`config.mk`:
```
export PLATFORM = sky130hd
export DESIGN_NAME = jtgng_obj_linebuf
export DESIGN_NICKNAME = d
export VERILOG_FILES = /design/src/rtl/jtgng_obj_linebuf_pkg.sv /design/src/rtl/jtgng_obj_linebuf_bank.sv /design/src/rtl/jtgng_obj_linebuf.sv
export SDC_FILE = /design/constraint.sdc
export NUM_CORES = 2
export LEC_CHECK = 0
export BUFFER_PORTS_ARGS = -buffer_cell sky130_fd_sc_hd__clkbuf_2
export CORE_ASPECT_RATIO = 1.1
export CORE_UTILIZATION = 65
export DETAILED_ROUTE_END_ITERATION = 8
export GPL_ROUTABILITY_DRIVEN = 1
export PLACE_DENSITY_LB_ADDON = 0.25
export SYNTH_ARGS = -nofsm -noshare
export SYNTH_HDL_FRONTEND = slang
export SYNTH_SLANG_ARGS = --single-unit
```
`constraint.sdc`:
```
create_clock -name clk -period 13.9 [get_ports clk]
set_clock_uncertainty 0.2 [all_clocks]
set_input_delay 1.39 -clock clk [delete_from_list [all_inputs] [get_ports clk]]
set_output_delay 1.39 -clock clk [all_outputs]
set_load 0.01 [all_outputs]
```
`src/rtl/jtgng_obj_linebuf_pkg.sv`:
```
// Shared object-video helpers: transparency test used by the line buffer and the draw blocks.
// BLANK is all ones at the pixel width; only the colour-index bits take part in the test.
package jtgng_obj_linebuf_pkg;

   // Pixel is transparent when its low (dw-palw) bits are all ones.
   function automatic logic obj_transparent(input logic [31:0] i_pxl,
                                            input int unsigned dw,
                                            input int unsigned palw);
      logic [31:0] w_mask;
      w_mask = (32'd1 << (dw - palw)) - 32'd1;
      return (i_pxl & w_mask) == w_mask;
   endfunction

endpackage

```
`src/rtl/jtgng_obj_linebuf_bank.sv`:
```
// Single 1R1W line bank, 2^AW x DW. Registered read returns the old data on a same-address write.
module jtgng_obj_linebuf_bank #(
   parameter int unsigned DW = 4,
   parameter int unsigned AW = 8
) (
   input  logic          clk,
   input  logic          i_cen,
   input  logic [AW-1:0] i_rd_addr,
   output logic [DW-1:0] o_rd_data,
   input  logic          i_we,
   input  logic [AW-1:0] i_wr_addr,
   input  logic [DW-1:0] i_wr_data
);
   localparam int unsigned DEPTH = 2 ** AW;

   logic [DW-1:0] r_mem [DEPTH];
   logic [DW-1:0] r_rd_data;

   always_ff @(posedge clk) begin
      if (i_cen) begin
         r_rd_data <= r_mem[i_rd_addr];
         if (i_we) r_mem[i_wr_addr] <= i_wr_data;
      end
   end

   assign o_rd_data = r_rd_data;

endmodule

```
`src/rtl/jtgng_obj_linebuf.sv`:
```
// Double-buffered object line buffer: the draw side fills one bank through a two-stage write
// pipeline while the video side reads and erases the other bank.
module jtgng_obj_linebuf
   import jtgng_obj_linebuf_pkg::*;
#(
   parameter int unsigned DW   = 4,
   parameter int unsigned AW   = 8,
   parameter int unsigned PALW = 0,
   parameter int unsigned PRIO = 0
) (
   input  logic          clk,
   input  logic          rst,
   input  logic          cen,
   input  logic          flip,
   input  logic          swap,
   input  logic          LHBL,
   input  logic          disp_en,
   input  logic          wr_en,
   input  logic [AW:0]   wr_addr,
   input  logic [DW-1:0] wr_data,
   output logic          rd_bank,
   output logic [DW-1:0] pxl
);
   localparam logic [DW-1:0] BLANK = '1;

   logic          r_rd_bank;
   logic [AW-1:0] r_hcnt;
   logic          r_rd_act;
   logic          r_rd_sel;
   logic [DW-1:0] r_pxl;

   logic          r_s2_vld;
   logic [AW-1:0] r_s2_addr;
   logic [DW-1:0] r_s2_data;
   logic          r_s2_bank;
   logic          r_fwd;
   logic [DW-1:0] r_fwd_data;

   logic          w_s1_vld;
   logic [AW-1:0] w_s1_addr;
   logic          w_wr_bank;
   logic [DW-1:0] w_stored;
   logic          w_s2_we;

   logic [DW-1:0] w_bank_q     [2];
   logic [AW-1:0] w_bank_raddr [2];
   logic [AW-1:0] w_bank_waddr [2];
   logic [DW-1:0] w_bank_wdata [2];
   logic          w_bank_we    [2];

   assign w_wr_bank = ~r_rd_bank;
   assign w_s1_addr = wr_addr[AW-1:0] ^ {AW{flip}};
   assign w_s1_vld  = wr_en & ~wr_addr[AW] & ~obj_transparent(32'(wr_data), DW, PALW);
   assign w_stored  = r_fwd ? r_fwd_data : w_bank_q[r_s2_bank];
   assign w_s2_we   = r_s2_vld & ((PRIO == 0) | obj_transparent(32'(w_stored), DW, PALW));

   // Video erase owns the read bank; a stage-2 write that lands there while LHBL=1 is dropped.
   always_comb begin
      for (int i = 0; i < 2; i++) begin
         w_bank_raddr[i] = (r_rd_bank == 1'(i)) ? r_hcnt : w_s1_addr;
         w_bank_we[i]    = 1'b0;
         w_bank_waddr[i] = r_s2_addr;
         w_bank_wdata[i] = r_s2_data;
         if ((r_rd_bank == 1'(i)) && LHBL) begin
            w_bank_we[i]    = ~rst;
            w_bank_waddr[i] = r_hcnt;
            w_bank_wdata[i] = BLANK;
         end else begin
            w_bank_we[i]    = w_s2_we & (r_s2_bank == 1'(i)) & ~rst;
         end
      end
   end

   for (genvar g = 0; g < 2; g++) begin : g_bank
      jtgng_obj_linebuf_bank #(
         .DW (DW),
         .AW (AW)
      ) u_bank (
         .clk       (clk),
         .i_cen     (cen),
         .i_rd_addr (w_bank_raddr[g]),
         .o_rd_data (w_bank_q[g]),
         .i_we      (w_bank_we[g]),
         .i_wr_addr (w_bank_waddr[g]),
         .i_wr_data (w_bank_wdata[g])
      );
   end

   always_ff @(posedge clk) begin
      if (rst) begin
         r_rd_bank <= 1'b0;
         r_hcnt    <= '0;
         r_rd_act  <= 1'b0;
         r_rd_sel  <= 1'b0;
         r_pxl     <= BLANK;
         r_s2_vld  <= 1'b0;
         r_fwd     <= 1'b0;
      end else if (cen) begin
         if (swap) r_rd_bank <= ~r_rd_bank;
         r_hcnt   <= LHBL ? r_hcnt + 1'b1 : '0;
         // Remember which bank was read, so a swap between read and output cannot mix lines.
         r_rd_act <= LHBL;
         r_rd_sel <= r_rd_bank;
         r_pxl    <= (LHBL & disp_en & r_rd_act) ? w_bank_q[r_rd_sel] : BLANK;

         r_s2_vld  <= w_s1_vld;
         r_s2_addr <= w_s1_addr;
         r_s2_data <= wr_data;
         r_s2_bank <= w_wr_bank;
         // The RAM read issued this cen misses the stage-2 write happening alongside it.
         r_fwd      <= w_s2_we & (r_s2_bank == w_wr_bank) & (r_s2_addr == w_s1_addr);
         r_fwd_data <= r_s2_data;
      end
   end

   assign rd_bank = r_rd_bank;
   assign pxl     = r_pxl;

endmodule

```
==> metrics.txt <==
# TYPE chip_impl_metric gauge
chip_impl_metric{name="post_cts.repair.setup_buffers",unit=""} 0
chip_impl_info{name="worstSetupStartpointType",value="primary input"} 1
chip_impl_info{name="cts-root-buf",value="clkbuf_16"} 1
chip_impl_metric{name="dp_hpwl",unit="um"} 127000
chip_impl_metric{name="maximum_number_of_pins_on_one_net_before_global_route_repair",unit=""} 192
chip_impl_metric{name="synth_top_area_share",unit="%"} 72.7
chip_impl_metric{name="max-clock-path-buffers",unit=""} 3
chip_impl_metric{name="grt-ovfl-total",unit=""} 0
chip_impl_metric{name="max_slew_margin",unit="%"} 1.94
chip_impl_metric{name="synth-edff-count",unit=""} 2069
chip_impl_metric{name="synthesis.area_per_instance",unit="um^2"} 14.3
chip_impl_metric{name="ant_nets",unit=""} 0
chip_impl_metric{name="number_of_gates_resized_after_cts",unit=""} 0
chip_impl_metric{name="die_x",unit="um"} 348
chip_impl_info{name="synth_top_cell_by_area",value="edfxtp_1"} 1
chip_impl_metric{name="grt_pass1_wl",unit="um"} 329000
chip_impl_metric{name="hold_viol_final",unit=""} 0
chip_impl_metric{name="wirelength",unit="um"} 223000
chip_impl_metric{name="total_leakage_power",unit="nW"} 30.4
chip_impl_info{name="synth_most_common_cell",value="edfxtp_1"} 1
chip_impl_metric{name="layout_setup_ws",unit="ns"} 6.58
chip_impl_info{name="run_status",value="finished, violations left"} 1
chip_impl_metric{name="clock.fmax",unit="GHz"} 0.137
chip_impl_metric{name="final_area",unit="um^2"} 93200
chip_impl_metric{name="multiInputGateArea",unit="um^2"} 20900
chip_impl_info{name="clock_tree_from_tritoncts",value="yes"} 1
chip_impl_metric{name="asyncSetResetFlopFracSynth",unit="%"} 0
chip_impl_info{name="grt_setup_unrepaired",value="no"} 1
chip_impl_metric{name="htree_num_levels",unit=""} 4
chip_impl_info{name="violations",value="max-capacitance violations"} 1
chip_impl_info{name="cp-end-kind",value="flop"} 1
chip_impl_metric{name="drt-wirelength-per-cell",unit="um"} 28.9
chip_impl_metric{name="synth_area",unit="um^2"} 85500
chip_impl_metric{name="max-vdd-ir-drop",unit="mV"} 0.150
chip_impl_metric{name="finalSetupTns",unit="ns"} 0
chip_impl_metric{name="first_pass_iters",unit=""} 6
chip_impl_metric{name="ys_seq_elements",unit=""} 2085
chip_impl_metric{name="drc",unit=""} 0
chip_impl_metric{name="place.gp.congestion",unit=""} 0.893
chip_impl_metric{name="cap_viol_max_count",unit=""} 1
chip_impl_metric{name="finalSetupViolCount",unit=""} 0
chip_impl_metric{name="rows",unit=""} 139
chip_impl_info{name="min_path_type",value="flop to flop"} 1
chip_impl_metric{name="io_pins",unit=""} 26
chip_impl_metric{name="vias_in_the_first_global_route",unit=""} 51500
chip_impl_info{name="dominantRegCellSynth",value="edfxtp_1"} 1
chip_impl_metric{name="floorplan.core_area",unit="um^2"} 130000
chip_impl_metric{name="final_nets",unit=""} 5900
chip_impl_metric{name="place_ws",unit="ns"} 5.91
chip_impl_metric{name="filler_cell_count",unit=""} 8176
chip_impl_metric{name="avgViaCountPerCell",unit=""} 6.79
chip_impl_metric{name="numClockSinks",unit=""} 2085
chip_impl_metric{name="yosys_warnings",unit=""} 0
chip_impl_metric{name="clock_latency",unit="ns"} 0.83
chip_impl_metric{name="arrival",unit="ns"} 7.70
chip_impl_metric{name="cts_hold_buf",unit=""} 0
chip_impl_metric{name="synth_seq_area_share",unit="%"} 73.0
chip_impl_metric{name="worst_ep_required_time",unit="ns"} 14.28
chip_impl_metric{name="antenna_violations_before_repair",unit=""} 6
chip_impl_metric{name="netlist_instances",unit=""} 5989
chip_impl_metric{name="fin_crit",unit="ns"} 7.32
chip_impl_metric{name="initial_core_util",unit="%"} 65.5
chip_impl_metric{name="detailedRoute.firstIterationViolations",unit=""} 7153
chip_impl_metric{name="design.die.area",unit="um^2"} 133000
chip_impl_metric{name="yosys.cell_types.count",unit=""} 75
chip_impl_metric{name="rrSetupSlack",unit="ns"} 7.84
chip_impl_metric{name="global_route.usage.total",unit="%"} 33.9
chip_impl_metric{name="layout-drive-gt1-share",unit="%"} 9.47
chip_impl_metric{name="area_delta_synth_final",unit="%"} 9.01
chip_impl_metric{name="final.period_utilization",unit="%"} 52.7
chip_impl_metric{name="die-height",unit="um"} 382
chip_impl_metric{name="maxSlewViolCount",unit=""} 0
chip_impl_info{name="category_of_the_critical_setup_timing_path",value="primary input to flop"} 1
chip_impl_metric{name="post_route_total_power",unit="mW"} 13.7
chip_impl_metric{name="cts-buffers-inserted",unit=""} 192
chip_impl_metric{name="crit_path_max_fanout",unit=""} 67
chip_impl_metric{name="cts.clk_slew.worst_paths",unit="ns"} 0.07
chip_impl_metric{name="placed_area",unit="um^2"} 86900
chip_impl_metric{name="timing_worst_slew_pin_value",unit="ns"} 1.46
chip_impl_info{name="synth_common_cells",value="edfxtp_1, nand2_1, nor2_1"} 1
chip_impl_metric{name="syn_nets",unit=""} 6011
chip_impl_metric{name="number_of_buffers_inserted_by_port_buffering",unit=""} 25
chip_impl_metric{name="area.sequential",unit="um^2"} 62500
chip_impl_metric{name="route.vias.total",unit=""} 52600
chip_impl_info{name="netlist_top_cells_area",value="edfxtp_1, nand2_1, mux2i_1"} 1
chip_impl_metric{name="powerDensity",unit="nW/um^2"} 147
==> worst paths after layout <==
kind              startpoint                       endpoint  cells past startpoint
setup / recovery        flip  g_bank[1].u_bank.o_rd_data[2]                     14
hold / removal      r_rd_act                       r_rd_act                      2
setup reg to reg     rd_bank  g_bank[1].u_bank.o_rd_data[2]                     12
hold reg to reg     r_rd_act                       r_rd_act                      2
==> report_power, final <==
part	total (mW)	switching (mW)	leakage (nW)	internal, mW
sequential	7.01	0.0170	18.6	6.99
clock	5.28	2.30	3.06	2.99
combinational	1.44	1.04	8.74	0.407
total	13.7	3.35	30.4	10.4
==> worst max-delay path, stage by stage <==
cell and delay (ns):
clkbuf_2 0.42, xnor2_4 0.17, buf_4 0.60, inv_2 0.46, buf_4 0.44, o21ai_4 0.73, buf_4 0.81, buf_4 0.70
mux4_2 0.59, or2_1 0.24, a221o_1 0.37, o211ai_1 0.15, nand4_1 0.12, mux2_2 0.31
==> state kept, by name, indices dropped and copies added (netlist names) <==
register and flops:
r_s2_bank 1, r_rd_sel 1, r_rd_act 1, rd_bank 1, r_hcnt 8, r_s2_vld 1, r_s2_data 4, r_s2_addr 8
g_bank.u_bank.o_rd_data 8, g_bank.u_bank.r_mem 2048, pxl 4
==> cells by family after synthesis <==
group,synth area share [%]
AOI/OAI and AO/OA,7.18
xor gates and xnor gates,0.145
adders and majority gates,0.0146
buffers and inverters,2.89
DFF,73.0
muxes,6.61
and+or+nand+nor,10.1
==> layout make-up <==
cell class                 count  area share, %
antenna                        7         0.0188
clock buffer                 223           5.33
clock inverter               132           1.41
inverter                     129          0.520
multi-input combinational   3354           22.5
sequential                  2085           67.0
tap                         1692           2.27
timing repair buffer         116          0.961
==> stage by stage <==
step	instances	hold slack, ns	utilization, %
2_1_floorplan	5989	0.246	-
3_3_place_gp	7376	0.256	66.6
3_5_place_dp	7376	0.263	66.6
4_1_cts	7731	0.273	71.4
5_1_grt	7731	0.283	71.4
6_report	7738	0.285	71.4
==> cell usage in the layout, fill, tap and decap left out, types with 43 or more instances in the layout <==
| cell | instances |
|---|---|
| a21oi_1 | 43 |
| o21ai_0 | 62 |
| nand2_1 | 1032 |
| o211ai_1 | 67 |
| clkinv_1 | 46 |
| inv_1 | 128 |
| a211oi_1 | 192 |
| a221oi_1 | 63 |
| nor2_1 | 541 |
| nand3_1 | 371 |
| buf_4 | 84 |
| clkbuf_16 | 194 |
| o2111ai_1 | 101 |
| a31oi_1 | 78 |
| mux2i_1 | 337 |
| mux4_2 | 93 |
| edfxtp_1 | 2069 |
==> routing by layer <==
metal / wire length (um) / GRT usage (%) / share of wire [%]
met1: 76800 / 43.4 / 34
met2: 107000 / 53.7 / 48
met5: 48 / 0 / 0.021
met4: 14700 / 20.0 / 6.6
met3: 25100 / 7.26 / 11
(Power assumes the default switching activity.)
